[src/rtl/access_arbiter.sv]
// Two-requester access arbiter with code check, lockout and timeout.
// Round-robin grant, registered outputs, synchronous active-low reset.
module access_arbiter #(
  parameter logic [7:0]  PASSWORD    = 8'h05,
  parameter int unsigned MAX_FAIL    = 3,
  parameter int unsigned LOCK_CYCLES = 16,
  parameter int unsigned TIMEOUT     = 32
) (
  input  logic       clock,
  input  logic       reset_n,
  input  logic [1:0] req,
  input  logic [1:0] confirm,
  input  logic [7:0] user0,
  input  logic [7:0] user1,
  input  logic [1:0] sel,
  output logic [1:0] grant,
  output logic       regP,
  output logic       regQ,
  output logic       auth_fail,
  output logic       locked
);

  typedef enum logic [2:0] {
    S_IDLE,
    S_WAIT,
    S_ACCESS,
    S_FAIL,
    S_LOCK
  } state_t;

  localparam logic [7:0] TO_LAST  = 8'(TIMEOUT - 1);
  localparam logic [7:0] LK_LAST  = 8'(LOCK_CYCLES - 1);
  localparam logic [2:0] FAIL_MAX = 3'(MAX_FAIL);

  state_t     state_q, state_d;
  logic       ptr_q, ptr_d;
  logic [7:0] wait_cnt_q, wait_cnt_d;
  logic [7:0] lock_cnt_q, lock_cnt_d;
  logic [2:0] fail_cnt_q, fail_cnt_d;
  logic [1:0] grant_q, grant_d;
  logic       regp_q, regp_d;
  logic       regq_q, regq_d;
  logic       auth_fail_q, auth_fail_d;
  logic       locked_q, locked_d;

  logic       gid;
  logic       g_req;
  logic       g_conf;
  logic       g_sel;
  logic [7:0] g_code;
  logic [2:0] fail_inc;

  assign gid      = grant_q[1];
  assign g_req    = req[gid];
  assign g_conf   = confirm[gid];
  assign g_sel    = sel[gid];
  assign g_code   = gid ? user1 : user0;
  assign fail_inc = (fail_cnt_q == 3'd7) ? 3'd7 : fail_cnt_q + 3'd1;

  // Next-state, counters, pointer and next output values.
  always_comb begin
    state_d    = state_q;
    ptr_d      = ptr_q;
    wait_cnt_d = wait_cnt_q;
    lock_cnt_d = lock_cnt_q;
    fail_cnt_d = fail_cnt_q;
    grant_d    = grant_q;
    unique case (state_q)
      S_IDLE: begin
        if (|req) begin
          state_d    = S_WAIT;
          wait_cnt_d = 8'd0;
          if (req == 2'b11) begin
            grant_d = ptr_q ? 2'b10 : 2'b01;
          end else begin
            grant_d = req;
          end
        end
      end
      S_WAIT: begin
        if (!g_req) begin
          state_d = S_IDLE;
          grant_d = 2'b00;
          ptr_d   = ~gid;
        end else if (g_conf) begin
          if (g_code == PASSWORD) begin
            state_d    = S_ACCESS;
            fail_cnt_d = 3'd0;
          end else begin
            state_d = S_FAIL;
          end
        end else if (wait_cnt_q == TO_LAST) begin
          state_d = S_IDLE;
          grant_d = 2'b00;
          ptr_d   = ~gid;
        end else begin
          wait_cnt_d = wait_cnt_q + 8'd1;
        end
      end
      S_ACCESS: begin
        if (!g_req) begin
          state_d = S_IDLE;
          grant_d = 2'b00;
          ptr_d   = ~gid;
        end
      end
      S_FAIL: begin
        fail_cnt_d = fail_inc;
        grant_d    = 2'b00;
        ptr_d      = ~gid;
        lock_cnt_d = 8'd0;
        state_d    = (fail_inc == FAIL_MAX) ? S_LOCK : S_IDLE;
      end
      S_LOCK: begin
        if (lock_cnt_q == LK_LAST) begin
          state_d    = S_IDLE;
          fail_cnt_d = 3'd0;
        end else begin
          lock_cnt_d = lock_cnt_q + 8'd1;
        end
      end
      default: begin
        state_d = S_IDLE;
        grant_d = 2'b00;
      end
    endcase
    regp_d      = (state_d == S_ACCESS) &  g_sel;
    regq_d      = (state_d == S_ACCESS) & ~g_sel;
    auth_fail_d = (state_d == S_FAIL);
    locked_d    = (state_d == S_LOCK);
  end

  // State and output registers with synchronous reset.
  always_ff @(posedge clock) begin
    if (!reset_n) begin
      state_q     <= S_IDLE;
      ptr_q       <= 1'b0;
      wait_cnt_q  <= 8'd0;
      lock_cnt_q  <= 8'd0;
      fail_cnt_q  <= 3'd0;
      grant_q     <= 2'b00;
      regp_q      <= 1'b0;
      regq_q      <= 1'b0;
      auth_fail_q <= 1'b0;
      locked_q    <= 1'b0;
    end else begin
      state_q     <= state_d;
      ptr_q       <= ptr_d;
      wait_cnt_q  <= wait_cnt_d;
      lock_cnt_q  <= lock_cnt_d;
      fail_cnt_q  <= fail_cnt_d;
      grant_q     <= grant_d;
      regp_q      <= regp_d;
      regq_q      <= regq_d;
      auth_fail_q <= auth_fail_d;
      locked_q    <= locked_d;
    end
  end

  assign grant     = grant_q;
  assign regP      = regp_q;
  assign regQ      = regq_q;
  assign auth_fail = auth_fail_q;
  assign locked    = locked_q;

endmodule

[config.mk]
export PLATFORM = sky130hd
export DESIGN_NAME = access_arbiter
export DESIGN_NICKNAME = d
export VERILOG_FILES = /design/src/rtl/access_arbiter.sv
export SDC_FILE = /design/constraint.sdc
export NUM_CORES = 1
export LEC_CHECK = 0
export CORE_MARGIN = 1
export CORE_UTILIZATION = 40
export DETAILED_ROUTE_END_ITERATION = 10
export PLACE_DENSITY = 0.75
export SKIP_CTS_REPAIR_TIMING = 1
export SYNTH_ARGS = -nofsm -noshare
export SYNTH_HDL_FRONTEND = slang
export SYNTH_SLANG_ARGS = --single-unit
[constraint.sdc]
create_clock -name clock -period 5.6 [get_ports clock]
set_clock_uncertainty 0.2 [all_clocks]
set_input_delay 1.68 -clock clock [delete_from_list [all_inputs] [get_ports clock]]
set_output_delay 1.68 -clock clock [all_outputs]
set_load 0.01 [all_outputs]
==> results by group <==
Status
  – Status: finished clean

Cells and area
  – Most frequent cells in the layout: 29 x dfxtp_1, 29 x clkdlybuf4s50_1, 22 x nor2_1
  – Filler cells: 358
  – Final non-filler cell total: 254
  – Synth-to-Final Area Change: 26.6%
  – Util after Layout: 53.9%
  – Diodes inserted: 0
  – Final #Nets: 232
  – Layout cells sized above 1: 11.7%

Setup path
  – Bufs and invs on worst path: 1
  – Max incr delay on CP: 660 ps
  – Cell chain of the critical path: clkdlybuf4s50_1
  – Reg-to-Reg End: regQ$_SDFF_PN0_
  – Crit end category: output pin
  – Critical setup path kind: flip-flop to output pin
  – FF-to-FF Start: state_q[0]$_SDFF_PN0_
  – R2r setup slk: 3150 ps
  – Slowest CP cell: dfxtp_1
  – Critical Path AT: 1580 ps
  – CP delay by family, top: flip-flops
  – CP Max Fanout: 14
  – Setup crit start kind: flip-flop
  – CP required: 3720 ps
  – R2R depth: 5

Placement
  – Gp weighted congestion: 0.804
  – HPWL after DPL: 2380 um
  – Placed Cells: 246
  – I/O Buffers: 29

Global route
  – Total track usage: 17.8%
  – Initial antenna violation count: 0
  – Vias in the first global route: 1304
  – Global-route wire length before repair: 5780 um
  – Pin count of the biggest net entering global routing: 19
  – GRT Residual Overflow: 0

Timing
  – Max-slew violation count: 0
  – Setup Viol. Count Final: 0
  – Final setup TNS: 0 ps
  – Max Fclk: 289 MHz
  – RSZ-0062 raised after global routing: false
  – Worst slew margin: 56.5%
  – Slew of the pin with the lowest slew margin: 651 ps
  – Post-route minimum period: 3460 ps
  – Period utilisation layout: 61.9%
  – Final hold vios: 0

Clocking
  – Clk Latency, worst-skew pair: 280 ps
  – Clk slew on worst S/H paths: 60 ps
  – Clock root buffer: clkbuf_8
  – CTS tree: yes
  – CTS H-Tree Depth: 2
  – CTS buffer count: 5
  – Clock Sink Count: 29
  – CTS Buffer Depth: 2

Power
  – Leak: 0.671 nW
  – Peak supply drop: 0.189 mV
  – Overall power: 473 uW
  – PwrDens: 234 nW/um^2

Floorplan
  – Core box area: 3740 um^2
  – Die area: 4240 um^2
  – Die H: 65.2 um
  – Row count: 22
  – IO Count: 30
  – Chip Width: 65.2 um
  – Starting Density: 42.6%

Logic synthesis
  – EDFF count, synth: 0
  – Ys Warns: 0
  – Syn nets: 202
  – Mapped Area: 1600 um^2
  – Syn avg cell area: 9.12 um^2
  – Ys flop type: dfxtp_1
  – Netlist cell types: 52
  – Async S/R FF share, synth: 0%
  – Seq/Total Area, Yosys: 36.4%
  – Register bit total from synthesis: 29
  – Cell count after synthesis: 175

Drt
  – DRT Wirelength: 3450 um
  – DRT Pass-1 Iters: 4
  – Via density: 5.46
  – DRC: 0
  – DR iter-0 viols: 65
  – Post-DRT Antenna Nets: 0
  – Vias: 1388
  – WL/cell: 13.6 um

Hold path
  – Hold WC Path Type: flip-flop to flip-flop
  – Worst Hold Path Cells: 2
  – Hold Crit Start: lock_cnt_q[1]$_SDFFE_PN0P_
  – Worst Hold End: lock_cnt_q[1]$_SDFFE_PN0P_

Flow run
  – Max-cap violations: 0
-- how the worst max path moves through the flow --
stage / cells past startpoint / slack [ps] / end / startpoint
2_1_floorplan: 5 / 2540 / wait_cnt_q[7]$_SDFFE_PN0P_ / confirm[0]
3_3_place_gp: 6 / 2000 / wait_cnt_q[6]$_SDFFE_PN0P_ / req[0]
3_5_place_dp: 6 / 1960 / wait_cnt_q[5]$_SDFFE_PN0P_ / req[0]
4_1_cts: 1 / 2130 / grant[1] / grant[1]$_SDFFE_PN0P_
5_1_grt: 1 / 2060 / grant[1] / grant[1]$_SDFFE_PN0P_
6_report: 1 / 2140 / grant[1] / grant[1]$_SDFFE_PN0P_
-- final cells by class --
type	instances	area [um^2]	area share, %
inverters	5	18.8	0.929
clock inverters	1	5.00	0.248
multi-input cells	135	968	48.0
flip-flops and latches	29	581	28.7
well taps	48	60.1	2.97
repair buffers	29	290	14.4
clock buffers	7	96.3	4.77
-- per-stage QoR --
| stage | instance area, um^2 | hold WS (ps) | setup slack [ps] |
|---|---|---|---|
| final | 2020 | 280 | 2140 |
| after global routing | 2020 | 300 | 2060 |
| after CTS | 2020 | 286 | 2130 |
| after detailed placement | 1920 | 275 | 1960 |
| after global placement | 1920 | 274 | 2000 |
| after floorplan | 1600 | 249 | 2540 |
-- synthesized netlist by cell type, types with 3 or more instances --
master	number	area, um^2
o211ai_1	3	22.5
a21oi_1	9	45.0
dfxtp_1	29	581
nor2_1	22	82.6
a21boi_0	4	30.0
a211oi_1	3	22.5
nand2_1	12	45.0
a2111oi_2	3	45.0
o21ai_0	4	20.0
ha_1	3	37.5
xnor2_1	9	78.8
nor4b_1	4	35.0
inv_1	5	18.8
xor2_1	3	26.3
o21a_1	3	22.5
buf_2	4	20.0
nand3_1	8	40.0
and2_1	5	31.3
mux2i_1	4	40.0
-- kinds of logic (layout without fill, tap and decap cells) --
kind of cell | after synthesis | after routing | synth area share [%]
muxes | 6 | 6 | 4.16
buffers and inverters | 11 | 42 | 2.90
xor gates and xnor gates | 12 | 12 | 6.59
adders and majority gates | 3 | 3 | 2.35
and+or+nand+nor | 71 | 71 | 25.6
AOI/OAI and AO/OA | 43 | 43 | 22.0
DFF | 29 | 29 | 36.4
-- layer usage --
metal / wire [um] / part of all wire (%) / global-route usage [%]
met2: 1540 / 45 / 29.4
met3: 213 / 6.2 / 5.56
met4: 42 / 1.2 / 6.52
met1: 1650 / 48 / 21.6
met5: 0 / 0 / 0
-- where the power goes --
part | switching, mW | internal, mW | total, mW | leakage [nW]
combinational | 0.0294 | 0.0343 | 0.0637 | 0.382
clock | 0.0795 | 0.111 | 0.190 | 0.0542
sequential | 0.00897 | 0.210 | 0.219 | 0.234
total | 0.118 | 0.356 | 0.473 | 0.671
-- state kept, by name (all words and copies together), names as in the netlist --
name,cells
regP,1
locked,1
lock_cnt_q,8
ptr_q,1
wait_cnt_q,8
state_q,3
fail_cnt_q,3
grant,2
auth_fail,1
regQ,1
-- tightest hold or removal path, cell delays in order, from the launching register on --
cell and delay (ps):
dfxtp_1 320, nand2_1 60, a21oi_1 50
(Power assumes the default switching activity.)
